==> src/rtl/dmem_arbiter.sv <==
// Round-robin arbiter sharing one word-wide data memory between the core MEM
// stage and a DMA/debug master; core byte/half stores become read-modify-write.
module dmem_arbiter #(
    parameter int ADDR_W = 32,
    parameter int DATA_W = 32
) (
    input  logic              clk,
    input  logic              rst_n,
    // core port
    input  logic              c_req,
    input  logic              c_we,
    input  logic [1:0]        c_size,
    input  logic [ADDR_W-1:0] c_addr,
    input  logic [DATA_W-1:0] c_wdata,
    output logic              c_ack,
    output logic [DATA_W-1:0] c_rdata,
    output logic              c_err,
    output logic              c_stall,
    // DMA port
    input  logic              d_req,
    input  logic              d_we,
    input  logic [ADDR_W-1:0] d_addr,
    input  logic [DATA_W-1:0] d_wdata,
    output logic              d_ack,
    output logic [DATA_W-1:0] d_rdata,
    // memory side
    output logic              mem_we,
    output logic [ADDR_W-1:0] mem_wa,
    output logic [ADDR_W-1:0] mem_ra,
    output logic [DATA_W-1:0] mem_wd,
    input  logic [DATA_W-1:0] mem_rd
);

    localparam int LANES = DATA_W / 8;

    typedef enum logic [1:0] {
        IDLE = 2'd0,
        ACC  = 2'd1,
        WR   = 2'd2
    } state_t;

    state_t state_reg, state_next;

    // Latched request; everything on the memory side is decoded from these.
    logic              sel_dma_reg;
    logic              last_dma_reg;
    logic              we_reg;
    logic [1:0]        size_reg;
    logic [ADDR_W-1:0] addr_reg;
    logic [DATA_W-1:0] wdata_reg;
    logic [DATA_W-1:0] merged_reg;

    logic              c_ack_reg, d_ack_reg, c_err_reg;
    logic [DATA_W-1:0] c_rdata_reg, d_rdata_reg;

    logic              grant_core, grant_dma;
    logic              mem_we_int;
    logic              c_ack_next, d_ack_next, c_err_next;
    logic              c_rd_load, d_rd_load, merge_load;

    logic              is_half, is_byte, word_store, misaligned;
    logic [LANES-1:0]  lane_en;
    logic [DATA_W-1:0] merged_word;

    assign is_half    = (size_reg == 2'b01);
    assign is_byte    = (size_reg == 2'b10);
    assign word_store = sel_dma_reg || !(is_half || is_byte);
    assign misaligned = !sel_dma_reg && is_half && addr_reg[0];

    // Lane merge: the new byte/half replaces its lane(s), the rest come from the old word.
    genvar gi;
    generate
        for (gi = 0; gi < LANES; gi++) begin : g_lane
            logic [7:0] src_byte;
            assign lane_en[gi] = is_byte ? (addr_reg[1:0] == 2'(gi))
                                         : (addr_reg[1] == 1'(gi / 2));
            assign src_byte = (is_half && ((gi % 2) == 1)) ? wdata_reg[15:8]
                                                           : wdata_reg[7:0];
            assign merged_word[8*gi +: 8] = lane_en[gi] ? src_byte
                                                        : mem_rd[8*gi +: 8];
        end
    endgenerate

    always_ff @(posedge clk or negedge rst_n) begin
        if (!rst_n) begin
            state_reg <= IDLE;
        end else begin
            state_reg <= state_next;
        end
    end

    always_comb begin
        state_next = state_reg;
        grant_core = 1'b0;
        grant_dma  = 1'b0;
        mem_we_int = 1'b0;
        c_ack_next = 1'b0;
        d_ack_next = 1'b0;
        c_err_next = 1'b0;
        c_rd_load  = 1'b0;
        d_rd_load  = 1'b0;
        merge_load = 1'b0;
        unique case (state_reg)
            IDLE: begin
                // Contention goes to whichever port was not granted last.
                if (c_req && (!d_req || last_dma_reg)) begin
                    grant_core = 1'b1;
                    state_next = ACC;
                end else if (d_req) begin
                    grant_dma  = 1'b1;
                    state_next = ACC;
                end
            end
            ACC: begin
                state_next = IDLE;
                if (!we_reg) begin
                    if (sel_dma_reg) begin
                        d_ack_next = 1'b1;
                        d_rd_load  = 1'b1;
                    end else begin
                        c_ack_next = 1'b1;
                        c_rd_load  = 1'b1;
                    end
                end else if (word_store) begin
                    mem_we_int = 1'b1;
                    if (sel_dma_reg) begin
                        d_ack_next = 1'b1;
                    end else begin
                        c_ack_next = 1'b1;
                    end
                end else if (misaligned) begin
                    c_ack_next = 1'b1;
                    c_err_next = 1'b1;
                end else begin
                    merge_load = 1'b1;
                    state_next = WR;
                end
            end
            WR: begin
                mem_we_int = 1'b1;
                c_ack_next = 1'b1;
                state_next = IDLE;
            end
            default: begin
                state_next = IDLE;
            end
        endcase
    end

    always_ff @(posedge clk or negedge rst_n) begin
        if (!rst_n) begin
            sel_dma_reg  <= 1'b0;
            last_dma_reg <= 1'b1;
            we_reg       <= 1'b0;
            size_reg     <= 2'b00;
            addr_reg     <= '0;
            wdata_reg    <= '0;
            merged_reg   <= '0;
        end else begin
            if (grant_core) begin
                sel_dma_reg  <= 1'b0;
                last_dma_reg <= 1'b0;
                we_reg       <= c_we;
                size_reg     <= c_size;
                addr_reg     <= c_addr;
                wdata_reg    <= c_wdata;
            end else if (grant_dma) begin
                // DMA is word-only, so its size is forced to word.
                sel_dma_reg  <= 1'b1;
                last_dma_reg <= 1'b1;
                we_reg       <= d_we;
                size_reg     <= 2'b00;
                addr_reg     <= d_addr;
                wdata_reg    <= d_wdata;
            end
            if (merge_load) begin
                merged_reg <= merged_word;
            end
        end
    end

    always_ff @(posedge clk or negedge rst_n) begin
        if (!rst_n) begin
            c_ack_reg   <= 1'b0;
            d_ack_reg   <= 1'b0;
            c_err_reg   <= 1'b0;
            c_rdata_reg <= '0;
            d_rdata_reg <= '0;
        end else begin
            c_ack_reg <= c_ack_next;
            d_ack_reg <= d_ack_next;
            c_err_reg <= c_err_next;
            if (c_rd_load) begin
                c_rdata_reg <= mem_rd;
            end
            if (d_rd_load) begin
                d_rdata_reg <= mem_rd;
            end
        end
    end

    assign c_ack   = c_ack_reg;
    assign d_ack   = d_ack_reg;
    assign c_err   = c_err_reg;
    assign c_rdata = c_rdata_reg;
    assign d_rdata = d_rdata_reg;
    assign c_stall = c_req & ~c_ack_reg;

    assign mem_we = mem_we_int;
    assign mem_wa = {addr_reg[ADDR_W-1:2], 2'b00};
    assign mem_ra = {addr_reg[ADDR_W-1:2], 2'b00};
    assign mem_wd = (state_reg == WR) ? merged_reg : wdata_reg;

endmodule

==> config.mk <==
export PLATFORM = sky130hd
export DESIGN_NAME = dmem_arbiter
export DESIGN_NICKNAME = d
export VERILOG_FILES = /design/src/rtl/dmem_arbiter.sv
export SDC_FILE = /design/constraint.sdc
export NUM_CORES = 1
export LEC_CHECK = 0
export CORE_ASPECT_RATIO = 0.6
export CORE_MARGIN = 5
export CORE_UTILIZATION = 40
export CTS_CLUSTER_SIZE = 28
export DETAILED_ROUTE_END_ITERATION = 8
export PLACE_DENSITY = 0.87
export SYNTH_ARGS = -nofsm -noshare
export SYNTH_HDL_FRONTEND = slang
export SYNTH_SLANG_ARGS = --single-unit
==> constraint.sdc <==
create_clock -name clk -period 4.1 [get_ports clk]
set_input_delay 0.82 -clock clk [delete_from_list [all_inputs] [get_ports clk]]
set_output_delay 0.82 -clock clk [all_outputs]
set_load 0.05 [all_outputs]
### Word-level counts from Yosys, hierarchy flattened

Index checks and enable logic that the tools add are counted.

| cells by class | value |
|---|---|
| bitwise gates (word level) | 3 |
| reductions and logical operators | 12 |
| order comparisons | 0 |
| multiply operators | 0 |
| shift-type cells | 0 |
| divide/modulo/power cells | 0 |
| muxes and demuxes | 54 |
| equal/unequal tests | 8 |
| $add $sub $neg | 0 |

Operators by type and width:

| cell | number |
|---|---|
| 32-bit 2-to-1 mux | 5 |
| 8-bit 2-to-1 mux | 5 |
| 1-bit 2-to-1 mux | 34 |
| 2-bit 2-to-1 mux | 7 |
| 2-bit == test, second input constant | 4 |
| 2-bit by 1-bit == test with 1-bit output, second input constant | 3 |
| 2-bit logical NOT | 2 |
| 1-bit one-hot mux with 2 select lines | 2 |
| 2-bit one-hot mux with 2 select lines | 1 |
| 1-bit logical AND | 3 |
| 1-bit logical NOT | 3 |
| 1-bit logical OR | 3 |
| 3-bit != test, second input constant | 1 |
| 1-bit inverter | 2 |
| 2-bit nonzero test | 1 |
| 1-bit AND | 1 |

| word-level totals | value |
|---|---|
| register bits | 170 |
| memories kept | 0 |
| bits in latches | 0 |
| logic and storage cells | 90 |
| bits in writable memories | 0 |
| ROM bits | 0 |
| input bits | 168 |

### Depth between registers and ports, before layout

Gate-level depths: netlist of run 1.

| depth | value |
|---|---|
| word-level depth | 7 |
| mapped depth | 7 |

### Worst setup path before layout of run 1

OpenSTA, ideal clock, no wires.

| timing | value |
|---|---|
| path type | input-to-output |
| start point | input c_req |
| end point | output c_stall |
| path buffers | 0 |
| stages on the path | 1 |
| arrival | 1527 ps |
| slack | 1753 ps |
| cell sequence | nor2b_1 |

| on the way | value |
|---|---|
| cells in the longest elaborated chain, start to end | 1 |

Ends and longest elaborated chain:

| item | line | source |
|---|---|---|
| from (decl) | 10 | `input logic c_req,` |
| 1-bit AND | 207 | `assign c_stall = c_req & ~c_ack_reg;` |
| to (decl) | 18 | `output logic c_stall,` |

No other way between the ends.

### Final worst setup path of run 1

| timing | value |
|---|---|
| start point | register state_reg[0] |
| end point | output mem_wd[21] |

| on the way | value |
|---|---|
| cells in the longest elaborated chain, start to end | 2 |

Ends and longest elaborated chain:

| item | line | source |
|---|---|---|
| from (decl) | 42 | `state_t state_reg, state_next;` |
| from (signal assigned) | 88 | `state_reg <= state_next;` |
| 2-bit == test | 212 | `assign mem_wd = (state_reg == WR) ? merged_reg : wdata_reg;` |
| 32-bit 2-to-1 mux | 212 |  |
| to (decl) | 30 | `output logic [DATA_W-1:0] mem_wd,` |

No other way between the ends.

==> results.md, run 1 <==
- Combined area of all synthesized cells: 0.008352 sq mm
- Mux share of post-synthesis cell area: 16.06%
- IO Port Bufs: 328
- Maximum number of pins on one net before global-route repair: 86
- Setup crit start kind: flip-flop
- Overall overflow remaining after global route: 0
- Largest family of logic cells by synthesized area: multiplexers
- Synthesized area per cell: 11.05 sq um
- Setup fix buffers added after clock tree synthesis: 0
- Cell internal power dissipation: 6.033 mW
- Detailed-route via count: 7255
- Fill cells: 1663
- Cell Pwr Density: 1029 mW/mm^2
- Detailed-routing iteration count for the pre-antenna-repair pass: 5
- Hold slack final: 0.4265 ns
- Max-Slew Margin vs Limit: 24.79%
- Crit path setup slack, layout: 0.4565 ns
- Data arrival time of the critical path: 2.82 ns
- XOR/XNOR Fraction of Synth Area: 0%
- Max frequency: 0.2745 GHz
- Compound-cell area share of the yosys netlist: 13.23%
- Area growth from synthesis to layout: 42.83%
- Share of total power in combinational logic: 60.2%
- Status: complete, no violations
- Clock insertion delay at the later pin of the skew report: 0.44 ns
- Slew at the pin with the worst max-slew slack: 1.126 ns
- Detailed-route vias per instance: 5.690
- Layout net count: 1163
- DIE AREA: 0.02396 sq mm
- Worst Setup Path Type: reg -> out
- Type of element capturing the critical path: primary output
- DRC violation count after routing: 0
- VDD IR-drop max: 0.7124 mV
- First-pass GRT wire length: 46.49 mm
- ANT nets after route: 0
- Proportion of layout cells with a drive suffix above 1: 14.97%
- Clock H-tree levels: 4
- Leak: 4.634 nW
- Most frequent cells in the layout: sky130_fd_sc_hd__clkdlybuf4s50_1 (327), sky130_fd_sc_hd__dfrtp_1 (169), sky130_fd_sc_hd__mux2_2 (95), sky130_fd_sc_hd__nor3_1 (81), sky130_fd_sc_hd__nor2_1 (69)
- Die outline width: 196.5 um
- Aggregate global-route resource usage: 25.54%
- Adder-cell area share of the yosys netlist: 0.7491%
- Buffer type at the clock tree root: sky130_fd_sc_hd__clkbuf_16
- Average wire length per cell after detail routing: 24.57 um
- TritonCTS clock tree: built
- Y dimension of the die: 121.9 um
- Synthesis warning total: 0
- Count of final setup violators: 0
- Net Switching: 6.246 mW
- Initial cell density of the core: 41.20%
- Data required time at the worst endpoint: 3.28 ns
- Final critical delay including setup and external delays: 3.644 ns
- Number of pins exceeding their max-slew limit in the final report: 0
- Worst slack after detailed placement: 0.8911 ns
- Worst clock skew on the final layout: 0.01138 ns
- Number of max-cap violations: 0
- Core box area: 0.02027 sq mm
- Cell count after synthesis: 756
- Number of buffers between clock root and the deepest sink: 2
- Via count of the first global-routing pass: 7567
- Number of distinct standard cells referenced by the synthesized netlist: 34
- Sinks on the clock net: 170
- Hold-fix buffers, CTS: 0
- Setup TNS: 0 ns
- Initial DRC Count: 429
- Hold Vio Cnt, Final: 0
- Share of the yosys chip area belonging to registers: 50.95%
- Most frequent standard cell in the layout excluding fill and tap cells: sky130_fd_sc_hd__clkdlybuf4s50_1
- Final RePlAce weighted congestion: 0.8962
- Final period utilization: 88.87%
- Total wire length: 31.32 mm
- Seq cells post-synth: 170
- Max FO, Critical Path: 34
- Ant diodes: 0
- Switching part of the total: 50.87%
- TritonCTS buffer count: 17
- Part of the power in the clock network: 12.9%
- Setup repair after global routing missed its margin: false
- CTS clock-pin slew for the worst setup and hold paths: 0.07 ns
- Simple-gate share of the synthesized area: 9.288%
- Placed wire-length estimate after detailed placement: 23.05 mm
- Number of top-level design ports: 333
- Number of gates resized after CTS: 0
- Count of standard-cell rows: 40
- Initial antenna violation count: 3
- Sequential group share of total power: 26.9%
- Kind of path behind the tightest hold check: in -> async
[critical path: stages, from the launching register on]
cell and delay, ns:
sky130_fd_sc_hd__dfrtp_1 0.38, sky130_fd_sc_hd__inv_1 0.10, sky130_fd_sc_hd__ha_2 0.76, sky130_fd_sc_hd__mux2_2 0.42, sky130_fd_sc_hd__clkdlybuf4s50_1 0.70
[cells in the mapped netlist]
| library cell | count | area [sq um] |
|---|---|---|
| sky130_fd_sc_hd__nand2b_1 | 3 | 18.77 |
| sky130_fd_sc_hd__nor2b_1 | 3 | 18.77 |
| sky130_fd_sc_hd__nand4bb_2 | 1 | 16.27 |
| sky130_fd_sc_hd__o21ai_1 | 3 | 15.01 |
| sky130_fd_sc_hd__a21boi_0 | 2 | 15.01 |
| sky130_fd_sc_hd__mux2_2 | 95 | 1070 |
| sky130_fd_sc_hd__a21oi_2 | 1 | 8.760 |
| sky130_fd_sc_hd__dfrtp_1 | 169 | 4229 |
| sky130_fd_sc_hd__o32ai_1 | 65 | 569.3 |
| sky130_fd_sc_hd__o211a_1 | 1 | 10.01 |
| sky130_fd_sc_hd__nor2_2 | 1 | 6.260 |
| sky130_fd_sc_hd__nand2b_4 | 1 | 13.76 |
| sky130_fd_sc_hd__a21oi_1 | 17 | 85.08 |
| sky130_fd_sc_hd__buf_2 | 34 | 170.2 |
| sky130_fd_sc_hd__nor2_1 | 69 | 259.0 |
| sky130_fd_sc_hd__a31oi_1 | 1 | 6.260 |
| sky130_fd_sc_hd__nor3_1 | 81 | 405.4 |
| sky130_fd_sc_hd__buf_6 | 2 | 22.52 |
| sky130_fd_sc_hd__buf_4 | 65 | 488.0 |
| sky130_fd_sc_hd__and2_1 | 3 | 18.77 |
| sky130_fd_sc_hd__inv_1 | 6 | 22.52 |
| sky130_fd_sc_hd__mux2_1 | 9 | 101.4 |
| sky130_fd_sc_hd__o31ai_1 | 16 | 120.1 |
| sky130_fd_sc_hd__mux2i_1 | 17 | 170.2 |
| sky130_fd_sc_hd__clkbuf_1 | 22 | 82.58 |
| sky130_fd_sc_hd__ha_1 | 5 | 62.56 |
| sky130_fd_sc_hd__o21ai_0 | 47 | 235.2 |
| sky130_fd_sc_hd__conb_1 | 1 | 3.750 |
| sky130_fd_sc_hd__buf_1 | 2 | 7.510 |
| sky130_fd_sc_hd__o21a_1 | 3 | 22.52 |
| sky130_fd_sc_hd__clkbuf_2 | 3 | 15.01 |
| sky130_fd_sc_hd__dfstp_2 | 1 | 26.28 |
| sky130_fd_sc_hd__a22o_1 | 2 | 17.52 |
| sky130_fd_sc_hd__nand2_1 | 5 | 18.77 |
[metal layers]
metal | global-route usage, % | vias up | wire, um
li1 | - | 3168 | -
met1 | 33.11 | 3652 | 12950
met2 | 41.22 | 388 | 14770
met3 | 8.817 | 43 | 3055
met4 | 6.757 | 4 | 512
met5 | 0 | - | 27
[per-stage QoR]
step | power, mW | utilization (%) | cells | cell area [sq um]
6_report | 12.28 | 58.85 | 1275 | 11930
5_1_grt | 12.81 | 58.85 | 1275 | 11930
4_1_cts | 12.31 | 58.85 | 1275 | 11930
3_5_place_dp | 10.68 | 56.02 | 1244 | 11360
3_3_place_gp | 10.54 | 56.02 | 1244 | 11360
2_1_floorplan | 8.379 | - | 759 | 8363
[kinds of logic (layout without fill, tap and decap cells)]
logic type                 count (synthesis)  in the layout
AOI/OAI and AO/OA                        158            158
adders and majority gates                  5              5
buffers and inverters                    134            377
DFF                                      170            170
muxes                                    121            121
other                                      1              4
and+or+nand+nor                          167            167
[path summary, 6_finish.rpt]
path                               from       endpoint  slack (ns)  cells past startpoint
min in group clk            c_rdata[21]    c_rdata[21]        0.49                      1
max reg2reg                 size_reg[1]  merged_reg[4]        1.72                      5
max                        state_reg[0]     mem_wd[21]        0.46                      4
max in group asynchronous         rst_n   wdata_reg[3]        2.51                      2
min reg2reg                 c_rdata[21]    c_rdata[21]        0.49                      1
min                               rst_n    d_rdata[15]        0.43                      1
[layout make-up]
class                           count  area, sq um  share of cell area, %
Clock buffer                       22        484.2                  4.059
Timing Repair Buffer              340         3412                  28.60
Multi-Input combinational cell    455         3324                  27.87
Sequential cell                   170         4255                  35.67
Tap cell                          273        341.6                  2.863
Inverter                            6        22.52                 0.1888
Clock inverter                      9        88.84                 0.7447
[power groups by stage]
stage | clock network, mW | logic (mW) | registers, mW
2_1_floorplan | 0 | 4.26 | 4.11
3_3_place_gp | 0 | 7.28 | 3.26
3_5_place_dp | 0 | 7.38 | 3.30
4_1_cts | 1.61 | 7.41 | 3.29
5_1_grt | 1.69 | 7.75 | 3.37
6_report | 1.59 | 7.39 | 3.30
(Power assumes the default switching activity.)
==> run 2: changes to the inputs <==
--- a/config.mk
+++ b/config.mk
@@ -10,6 +10,8 @@
 export CORE_UTILIZATION = 40
 export CTS_CLUSTER_SIZE = 28
 export DETAILED_ROUTE_END_ITERATION = 8
+export GPL_TIMING_DRIVEN = 0
+export MAX_ROUTING_LAYER = met4
 export PLACE_DENSITY = 0.87
 export SYNTH_ARGS = -nofsm -noshare
 export SYNTH_HDL_FRONTEND = slang
==> results.md, run 2 (synthesis results as in run 1) <==
- Final critical delay including setup and external delays: 3.701 ns (+0.05786 ns)
- Setup fix buffers added after clock tree synthesis: 0 (unchanged)
- Critical register-to-register path startpoint: state_reg[0]
- First-pass GRT wire length: 47.20 mm (+1.5%)
- Capture instance of the worst register-to-register path: addr_reg[4]
- Area used by sequential logic in the layout: 0.004255 sq mm (unchanged)
- Setup crit start kind: flip-flop
- Cells along the critical path: inv_1 -> ha_1 -> clkbuf_1 -> buf_2 -> mux2_2 -> clkdlybuf4s50_1
- Final RePlAce weighted congestion: 0.9784 (+9.2%)
- Cell Pwr Density: 1013 mW/mm^2 (-1.6%)
- Count of standard-cell rows: 40 (unchanged)
- Number of pins exceeding their max-slew limit in the final report: 0 (unchanged)
- Status: complete, no violations
- Max FO, Critical Path: 10 (-71%)
- Net Switching: 6.342 mW (+1.5%)
- Total wire length: 31.89 mm (+1.8%)
- Number of buffers between clock root and the deepest sink: 2 (unchanged)
- Detailed-route vias per instance: 5.491 (-3.5%)
- Average wire length per cell after detail routing: 22.83 um (-7.1%)
- Die outline width: 196.5 um (unchanged)
- Number of max-cap violations: 0 (unchanged)
- Sinks on the clock net: 170 (unchanged)
- Cell internal power dissipation: 6.456 mW (+7.0%)
- Flop-to-flop setup slack: 2.00 ns (+0.28 ns)
- Number of gates resized after CTS: 0 (unchanged)
- Number of top-level design ports: 333 (unchanged)
- Data required time at the worst endpoint: 3.28 ns (about the same)
- IO Port Bufs: 328 (unchanged)
- Initial cell density of the core: 41.20% (unchanged)
- Initial DRC Count: 479 (+12%)
- TritonCTS buffer count: 17 (unchanged)
- Power Total: 12.80 mW (+4.2%)
- Leak: 5.079 nW (+9.6%)
- Y dimension of the die: 121.9 um (unchanged)
- Fill cells: 1626 (-2.2%)
- Overall overflow remaining after global route: 0 (unchanged)
- TritonCTS clock tree: built
- Placed wire-length estimate after detailed placement: 24.78 mm (+7.5%)
- # placed instances: 1361 (+9.4%)
- DRC violation count after routing: 0 (unchanged)
- DIE AREA: 0.02396 sq mm (unchanged)
- Most frequent standard cell in the layout excluding fill and tap cells: sky130_fd_sc_hd__clkdlybuf4s50_1
- ANT nets after route: 0 (unchanged)
- Maximum number of pins on one net before global-route repair: 114 (+33%)
- Aggregate global-route resource usage: 26.73% (+1.2 points)
- Data arrival time of the critical path: 2.88 ns (+0.06 ns)
- Detailed-route via count: 7671 (+5.7%)
- Most frequent cells in the layout: sky130_fd_sc_hd__clkdlybuf4s50_1 (327), sky130_fd_sc_hd__dfrtp_1 (169), sky130_fd_sc_hd__mux2_2 (95), sky130_fd_sc_hd__nor3_1 (81), sky130_fd_sc_hd__nor2_1 (69)
- Sequential group share of total power: 25.0% (-1.9 points)
- Max frequency: 0.2702 GHz (-1.6%)
- VDD IR-drop max: 0.6264 mV (-12%)
- Buffer type at the clock tree root: sky130_fd_sc_hd__clkbuf_16
- Clock insertion delay at the later pin of the skew report: 0.43 ns (about the same)
- Cell with the largest stage delay on the worst path: sky130_fd_sc_hd__clkdlybuf4s50_1
- Hold Vio Cnt, Final: 0 (unchanged)
- Detailed-routing iteration count for the pre-antenna-repair pass: 5 (unchanged)
- Type of element capturing the critical path: primary output
- Max-Slew Margin vs Limit: 49.42% (+25 points)
- Core box area: 0.02027 sq mm (unchanged)
- Hold slack final: 0.3069 ns (-0.1196 ns)
- Proportion of layout cells with a drive suffix above 1: 21.25% (+6.3 points)
- Area growth from synthesis to layout: 51.28%
- Kind of path behind the tightest hold check: in -> async
- Switching part of the total: 49.56% (-1.3 points)
- Worst Setup Path Type: reg -> out
- Setup repair after global routing missed its margin: false
- Post-route non-filler standard cell count: 1397 (+9.6%)
- Utilization of the core after routing: 62.33% (+3.5 points)
- Depth of the worst register-to-register path: 7 (+2)
- Final period utilization: 90.28% (+1.4 points)
- Max stage delay on crit path: 0.71 ns (-0.05 ns)
- Via count of the first global-routing pass: 7800 (+3.1%)
- Setup TNS: 0 ns (unchanged)
- CTS clock-pin slew for the worst setup and hold paths: 0.06 ns (about the same)
- Layout net count: 1280 (+10%)
- Clock H-tree levels: 4 (unchanged)
- Worst clock skew on the final layout: 0.01341 ns (+0.002037 ns)
- Part of the power in the clock network: 13.0% (about the same)
- Hold-fix buffers, CTS: 0 (unchanged)
- Multi-input logic area: 0.003299 sq mm (-0.75%)
- Initial antenna violation count: 3 (unchanged)
- Slew at the pin with the worst max-slew slack: 0.7586 ns (-0.3669 ns)
- Share of total power in combinational logic: 62.0% (+1.8 points)
- Count of final setup violators: 0 (unchanged)
-- run 2: cell types whose count changed in the layout (fill, tap and decap cells not counted), sizes merged --
cell | before | now
buf | 13 | 105
bufinv | 1 | 2
clkbuf | 22 | 45
clkinv | 7 | 6
clkinvlp | 0 | 2
diode | 0 | 4
inv | 7 | 8
-- run 2: critical path, delay by kind of cell, from the launching register on --
family	cells	cell delay, ns
mux	1	0.41
fa+ha+maj	1	0.15
buf+inv	4	1.49
flops	1	0.39
-- run 2: layout make-up --
class                           instances  area share [%]
Antenna cell                            4         0.07922
Clock buffer                           20           3.694
Buffer                                128           6.219
Multi-Input combinational cell        455           26.11
Timing Repair Buffer                  329           26.24
Tap cell                              273           2.704
Clock inverter                         12           1.089
Inverter                                6          0.1783
Sequential cell                       170           33.68
-- run 2: per-layer routing --
layer | share of wire [%] | global-route usage [%] | wire (um) | vias to the layer above
met2 | 44 | 38.34 | 14030 | 431
met5 | 0 | - | 0 | -
li1 | - | - | - | 3401
met1 | 43 | 36.26 | 13800 | 3796
met3 | 10 | 8.513 | 3279 | 43
met4 | 2.5 | 8.239 | 783 | 0
-- run 2: through the flow --
step	instance area, sq um	setup WS, ns
floorplan	8363	1.753
global placement	11990	-4.849
detailed placement	12020	0.8437
CTS	12620	0.3792
global route	12630	0.2883
finish	12630	0.3986
-- run 2: power by group through the flow --
stage	Sequential [mW]	Clock, mW	Combinational (mW)
6_report	3.20	1.66	7.94
5_1_grt	3.28	1.75	8.34
4_1_cts	3.18	1.68	7.95
3_5_place_dp	3.20	0	7.92
3_3_place_gp	3.15	0	7.80
2_1_floorplan	4.11	0	4.26
-- run 2: worst max-delay path by stage --
stage | depth (start not counted) | end | slack, ns | start
final | 6 | mem_wd[21] | 0.40 | state_reg[0]
after global routing | 6 | mem_wd[15] | 0.29 | state_reg[0]
after CTS | 6 | mem_wd[21] | 0.38 | state_reg[0]
after detailed placement | 6 | mem_wd[21] | 0.84 | state_reg[0]
after global placement | 1 | addr_reg[10] | -4.85 | rst_n
after floorplan | 1 | c_stall | 1.75 | c_req
